===== src/rtl/led_activity_if.sv =====
// LED status bundle: per-channel mode/link/trigger inputs and LED drive outputs.
interface led_activity_if #(
  parameter int unsigned LEDS = 2
);
  logic                test_mode;
  logic [2*LEDS-1:0]   mode;
  logic [LEDS-1:0]     link;
  logic [LEDS-1:0]     triggers;
  logic [LEDS-1:0]     out;

  modport master (
    output test_mode,
    output mode,
    output link,
    output triggers,
    input  out
  );

  modport slave (
    input  test_mode,
    input  mode,
    input  link,
    input  triggers,
    output out
  );
endinterface


===== src/rtl/led_activity.sv =====
// Multi-channel LED driver: off / steady on / activity blink / link-plus-activity per channel.
// Define LED_DIM_EN to PWM-dim steady-on levels at DIM_DUTY/16.
module led_activity #(
  parameter int unsigned LEDS      = 2,
  parameter int unsigned TICK_BITS = 22,
  parameter int unsigned ON_TICKS  = 2,
  parameter int unsigned OFF_TICKS = 2,
  parameter int unsigned DIM_DUTY  = 4
) (
  input  logic          clk,
  input  logic          rst,
  led_activity_if.slave bus
);

  localparam int unsigned MAX_TICKS = (ON_TICKS > OFF_TICKS) ? ON_TICKS : OFF_TICKS;
  localparam int unsigned CNT_W     = $clog2(MAX_TICKS + 1);

  if (ON_TICKS < 1 || OFF_TICKS < 1 || DIM_DUTY > 16) begin : g_bad_params
    $error("led_activity: ON_TICKS/OFF_TICKS must be >= 1 and DIM_DUTY <= 16");
  end

  typedef enum logic [1:0] {
    S_IDLE,
    S_ON,
    S_OFF
  } state_e;

  state_e               state_q [LEDS];
  state_e               state_d [LEDS];
  logic [CNT_W-1:0]     cnt_q   [LEDS];
  logic [CNT_W-1:0]     cnt_d   [LEDS];
  logic [LEDS-1:0]      pend_q, pend_d;
  logic [LEDS-1:0]      out_q, out_d;
  logic [TICK_BITS-1:0] presc_q;

  logic                 tick;
  logic                 pwm;
  logic [LEDS-1:0]      blink_en;
  logic [LEDS-1:0]      base;
  logic [LEDS-1:0]      active;
  logic [LEDS-1:0]      steady;

`ifdef LED_DIM_EN
  logic [3:0] presc_lo;
  assign presc_lo = 4'(presc_q);
  assign pwm      = ({1'b0, presc_lo} < 5'(DIM_DUTY));
`else
  assign pwm = 1'b1;
`endif

  assign tick    = bus.test_mode | (presc_q == '1);
  assign bus.out = out_q;

  always_comb begin
    for (int unsigned i = 0; i < LEDS; i++) begin
      blink_en[i] = bus.mode[2*i+1];
      base[i]     = bus.mode[2*i+1] ? (bus.mode[2*i] & bus.link[i]) : bus.mode[2*i];
      active[i]   = bus.mode[2*i] ? ~bus.link[i] : 1'b1;
      // Only steady-on levels are dimmed; the blink-active level stays fully on.
      steady[i]   = base[i] & pwm;

      state_d[i] = state_q[i];
      cnt_d[i]   = cnt_q[i];
      pend_d[i]  = pend_q[i];

      if (!blink_en[i]) begin
        state_d[i] = S_IDLE;
        cnt_d[i]   = '0;
        pend_d[i]  = 1'b0;
      end else begin
        unique case (state_q[i])
          S_IDLE: begin
            if (bus.triggers[i]) begin
              state_d[i] = S_ON;
              cnt_d[i]   = CNT_W'(ON_TICKS);
            end
          end
          S_ON: begin
            if (bus.triggers[i]) pend_d[i] = 1'b1;
            if (tick) begin
              if (cnt_q[i] == CNT_W'(1)) begin
                state_d[i] = S_OFF;
                cnt_d[i]   = CNT_W'(OFF_TICKS);
              end else begin
                cnt_d[i] = cnt_q[i] - CNT_W'(1);
              end
            end
          end
          S_OFF: begin
            if (bus.triggers[i]) pend_d[i] = 1'b1;
            if (tick) begin
              if (cnt_q[i] == CNT_W'(1)) begin
                // A trigger on the expiry tick itself must not be lost.
                if (pend_q[i] | bus.triggers[i]) begin
                  state_d[i] = S_ON;
                  cnt_d[i]   = CNT_W'(ON_TICKS);
                  pend_d[i]  = 1'b0;
                end else begin
                  state_d[i] = S_IDLE;
                  cnt_d[i]   = '0;
                end
              end else begin
                cnt_d[i] = cnt_q[i] - CNT_W'(1);
              end
            end
          end
          default: begin
            state_d[i] = S_IDLE;
            cnt_d[i]   = '0;
            pend_d[i]  = 1'b0;
          end
        endcase
      end

      out_d[i] = (state_d[i] == S_ON) ? active[i] : steady[i];
    end
  end

  always_ff @(posedge clk or posedge rst) begin
    if (rst) begin
      presc_q <= '0;
      pend_q  <= '0;
      out_q   <= '0;
      for (int unsigned i = 0; i < LEDS; i++) begin
        state_q[i] <= S_IDLE;
        cnt_q[i]   <= '0;
      end
    end else begin
      presc_q <= presc_q + TICK_BITS'(1);
      pend_q  <= pend_d;
      out_q   <= out_d;
      for (int unsigned i = 0; i < LEDS; i++) begin
        state_q[i] <= state_d[i];
        cnt_q[i]   <= cnt_d[i];
      end
    end
  end

endmodule


===== src/flat_wrapper.sv =====
// flat-port wrapper written by rule: the top's interface ports become plain ports
module led_activity_flat 
#(
  parameter int unsigned LEDS      = 2,
  parameter int unsigned TICK_BITS = 22,
  parameter int unsigned ON_TICKS  = 2,
  parameter int unsigned OFF_TICKS = 2,
  parameter int unsigned DIM_DUTY  = 4
)
  (clk, rst, bus_test_mode, bus_mode, bus_link, bus_triggers, bus_out);
  led_activity_if #(.LEDS(LEDS)) bus_i ();
  input  logic clk;
  input  logic rst;
  input wire logic [$bits(bus_i.test_mode)-1:0] bus_test_mode;
  input wire logic [$bits(bus_i.mode)-1:0] bus_mode;
  input wire logic [$bits(bus_i.link)-1:0] bus_link;
  input wire logic [$bits(bus_i.triggers)-1:0] bus_triggers;
  output wire logic [$bits(bus_i.out)-1:0] bus_out;
  assign bus_i.test_mode = bus_test_mode;
  assign bus_i.mode = bus_mode;
  assign bus_i.link = bus_link;
  assign bus_i.triggers = bus_triggers;
  assign bus_out = bus_i.out;
  led_activity #(.LEDS(LEDS), .TICK_BITS(TICK_BITS), .ON_TICKS(ON_TICKS), .OFF_TICKS(OFF_TICKS), .DIM_DUTY(DIM_DUTY)) u_core (.clk(clk), .rst(rst), .bus(bus_i));
endmodule

===== config.mk =====
export PLATFORM = sky130hd
export DESIGN_NAME = led_activity_flat
export DESIGN_NICKNAME = d
export VERILOG_FILES = /design/src/rtl/led_activity_if.sv /design/src/rtl/led_activity.sv /design/src/flat_wrapper.sv
export SDC_FILE = /design/constraint.sdc
export NUM_CORES = 1
export LEC_CHECK = 0
export CORE_UTILIZATION = 50
export DETAILED_ROUTE_END_ITERATION = 8
export GPL_ROUTABILITY_DRIVEN = 1
export GPL_TIMING_DRIVEN = 1
export PLACE_DENSITY = 0.66
export SLEW_MARGIN = 20
export SYNTH_ARGS = -nofsm -noshare
export SYNTH_HDL_FRONTEND = slang
export SYNTH_SLANG_ARGS = --single-unit

===== constraint.sdc =====
create_clock -name clk -period 2.5 [get_ports clk]
set_input_delay 0.375 -clock clk [delete_from_list [all_inputs] [get_ports clk]]
set_output_delay 0.375 -clock clk [all_outputs]
set_load 0.01 [all_outputs]

==> impl_metrics.csv <==
group,metric,value,unit
status,status,"completed",
timing,fmax,0.461,GHz
timing,fin_crit,2.17,ns
detailed_routing,ant_nets,0,
placed_design,place_congestion,0.835,
grt,grt_pass1_vias,1549,
cells_and_area,diodes,0,
cts,clock_tree.root_cell,"clkbuf_8",
synth,synth_edf_count,0,
cts,post-cts-setup-buffer-count,0,
synth,synthTopCellsByArea,"dfrtp_1, ha_1, xnor2_1",
die,dieHeight,64.9,um
detailed_routing,dr.pass1.iters,4,
synth,synth_area_per_cell,9.85,um2
die,die_x,64.9,um
cts,cts_htree_levels,2,
cts,post_cts_resized,0,
synth,synth_nets,225,
cells_and_area,area_growth,13.7,%
timing,slew_violations,0,
detailed_routing,initialDrtViolationCount,78,
placed_design,dp_hpwl,2820,um
synth,ys.flop_type,"dfrtp_1",
grt,grt_max_degree,35,
synth,synth_cell_types,41,
pwr,p_per_area,503,mW/mm2
synth,synthArstFlopShare,100,%
placed_design,placed_cells,261,
cts,clockBufferDepth,2,
timing,setup_viol,0,
synth,syn_inst,201,
detailed_routing,vias,1514,
critical_path,end_kind,"register",
grt,met3_usage,5.63,%
cts,clk_pin_slew_worst_paths,0.07,ns
cts,cts_tree,"built",
grt,busiest_layer,"met2",
grt,grt_pass1_wl,6800,um
cells_and_area,final_layout_size_suffix_gt1_share,12.2,%
critical_path,worst_setup_path_start_kind,"register",
placed_design,port_buffers,12,
synth,synth_warnings,0,
timing,grt_setup_unrepaired,"false",
die,core,0.00374,mm2
timing,worstMarginPinSlew,0.452,ns
timing,fin_crit_sh,86.8,%
synth,synth_top_cells_by_count,"dfrtp_1, nor2_1, nand2_1",
synth,yosys.area.top_type_share,43.0,%
cells_and_area,final_cell_count_no_fill,269,
detailed_routing,drt_wl_total,3790,um
synth,ys_seq_area_share,43.0,%
pwr,vdd_drop_max,426,uV
critical_path,crit_required,2.72,ns
synth,synth_area,0.00198,mm2
detailed_routing,wl_per_cell,14.1,um
grt,antenna_found_initial,0,
cells_and_area,fin_util,60.2,%
timing,relSlewSlack,69.8,%
detailed_routing,vias_per_cell,5.63,
timing,hold_viol,0,
critical_path,rrSetupSlack,0.33,ns
cts,cts_made_buffers,5,
critical_path,arrival,2.39,ns
die,num_io_pins,13,
cts,holdBufCountCts,0,
die,start_util,52.9,%
pwr,leakage,0.00102,uW
critical_path,crit_type,"reg2reg",
die,dieArea,0.00422,mm2
critical_path,critPathMaxFanout,5,
synth,synth_top_cell_by_area,"dfrtp_1",
grt,use_met1,25.7,%
synth,synth.most_common_cell,"dfrtp_1",
timing,finalSetupTns,0,ns
timing,whs,0.465,ns
synth,ys_seq_elements,34,
grt,grt_use_total,21.1,%
cts,clock-sinks,34,
grt,grt-ovfl-total,0,
grt,grtUsageMet2,34.9,%
cells_and_area,num-nets-final,244,
flow_run,maxCapViolCount,0,
die,fp-row-count,22,
detailed_routing,drc,0,
min_path,holdCritPathClass,"reg2reg",
pwr,finalPower,1130,uW
cts,clock_latency,0.28,ns
timing,finalClockSkew,0.00498,ns
==> state kept, by name, summed over array words and instances (netlist names) <==
name and cells:
u_core.cnt_q 4, u_core.pend_q 2, u_core.presc_q 22, u_core.bus.out 2, u_core.state_q 4
==> layout make-up <==
type / count / area, um2
fillers: 346 / 1490
multi-input cells: 150 / 1060
flip-flops and latches: 34 / 851
repair buffers: 13 / 128
clock buffers: 6 / 82.6
inverters: 16 / 60.1
well taps: 48 / 60.1
clock inverters: 2 / 12.5
==> layout by cell type (no fill, tap or decap), drive strengths merged, types with 5 or more instances in the layout <==
| cell type | n |
|---|---|
| nor3 | 5 |
| ha | 13 |
| nand4 | 8 |
| a21oi | 8 |
| nand2 | 17 |
| xnor2 | 11 |
| nor2 | 21 |
| clkdlybuf4s50 | 12 |
| nand3 | 7 |
| o21ai | 12 |
| clkbuf | 6 |
| inv | 16 |
| xor2 | 9 |
| dfrtp | 34 |
==> layer usage <==
layer	vias up	routed length, um
met5	-	0
met2	26	1860
met4	0	48
met1	739	1720
met3	6	155
li1	743	-
==> cells by family (layout without fill, tap and decap cells) <==
| kind of cell | Yosys count | count (layout) | synth area share (%) |
|---|---|---|---|
| simple gates | 75 | 75 | 20.7 |
| compound gates | 37 | 37 | 13.1 |
| flops | 34 | 34 | 43.0 |
| xor+xnor | 20 | 20 | 8.84 |
| buf+inv | 17 | 37 | 3.60 |
| fa+ha+maj | 13 | 13 | 8.21 |
| mux | 5 | 5 | 2.59 |
==> final timing paths <==
kind	start	end	cells past startpoint
setup / recovery	u_core.presc_q[0]	u_core.cnt_q[2]	7
hold / removal	u_core.presc_q[21]	u_core.presc_q[21]	1
setup reg to reg	u_core.presc_q[0]	u_core.cnt_q[2]	7
hold reg to reg	u_core.presc_q[21]	u_core.presc_q[21]	1
max in group asynchronous	rst	u_core.presc_q[21]	3
min in group asynchronous	rst	u_core.pend_q[0]	3
==> critical path, stage by stage, from the launching register on <==
cell     delay (ns)
dfrtp_1        0.39
ha_1           0.24
nand3_1        0.15
nor2_1         0.39
a21oi_1        0.18
a21oi_1        0.30
mux2_2         0.37
nor2_1         0.08
==> through the flow <==
| step | instance area [um2] | setup slack [ns] |
|---|---|---|
| 2_1_floorplan | 1980 | 0.610 |
| 3_3_place_gp | 2160 | 0.364 |
| 3_5_place_dp | 2160 | 0.288 |
| 4_1_cts | 2250 | 0.291 |
| 5_1_grt | 2250 | 0.0991 |
| 6_report | 2250 | 0.330 |
==> where the power goes <==
part	switching, uW	leakage, uW	total (uW)	internal, uW
clock	204	0.0000472	425	221
combinational	74.4	0.000517	135	60.3
sequential	10.7	0.000452	574	563
Note: power is estimated with default switching activity, not from simulation.
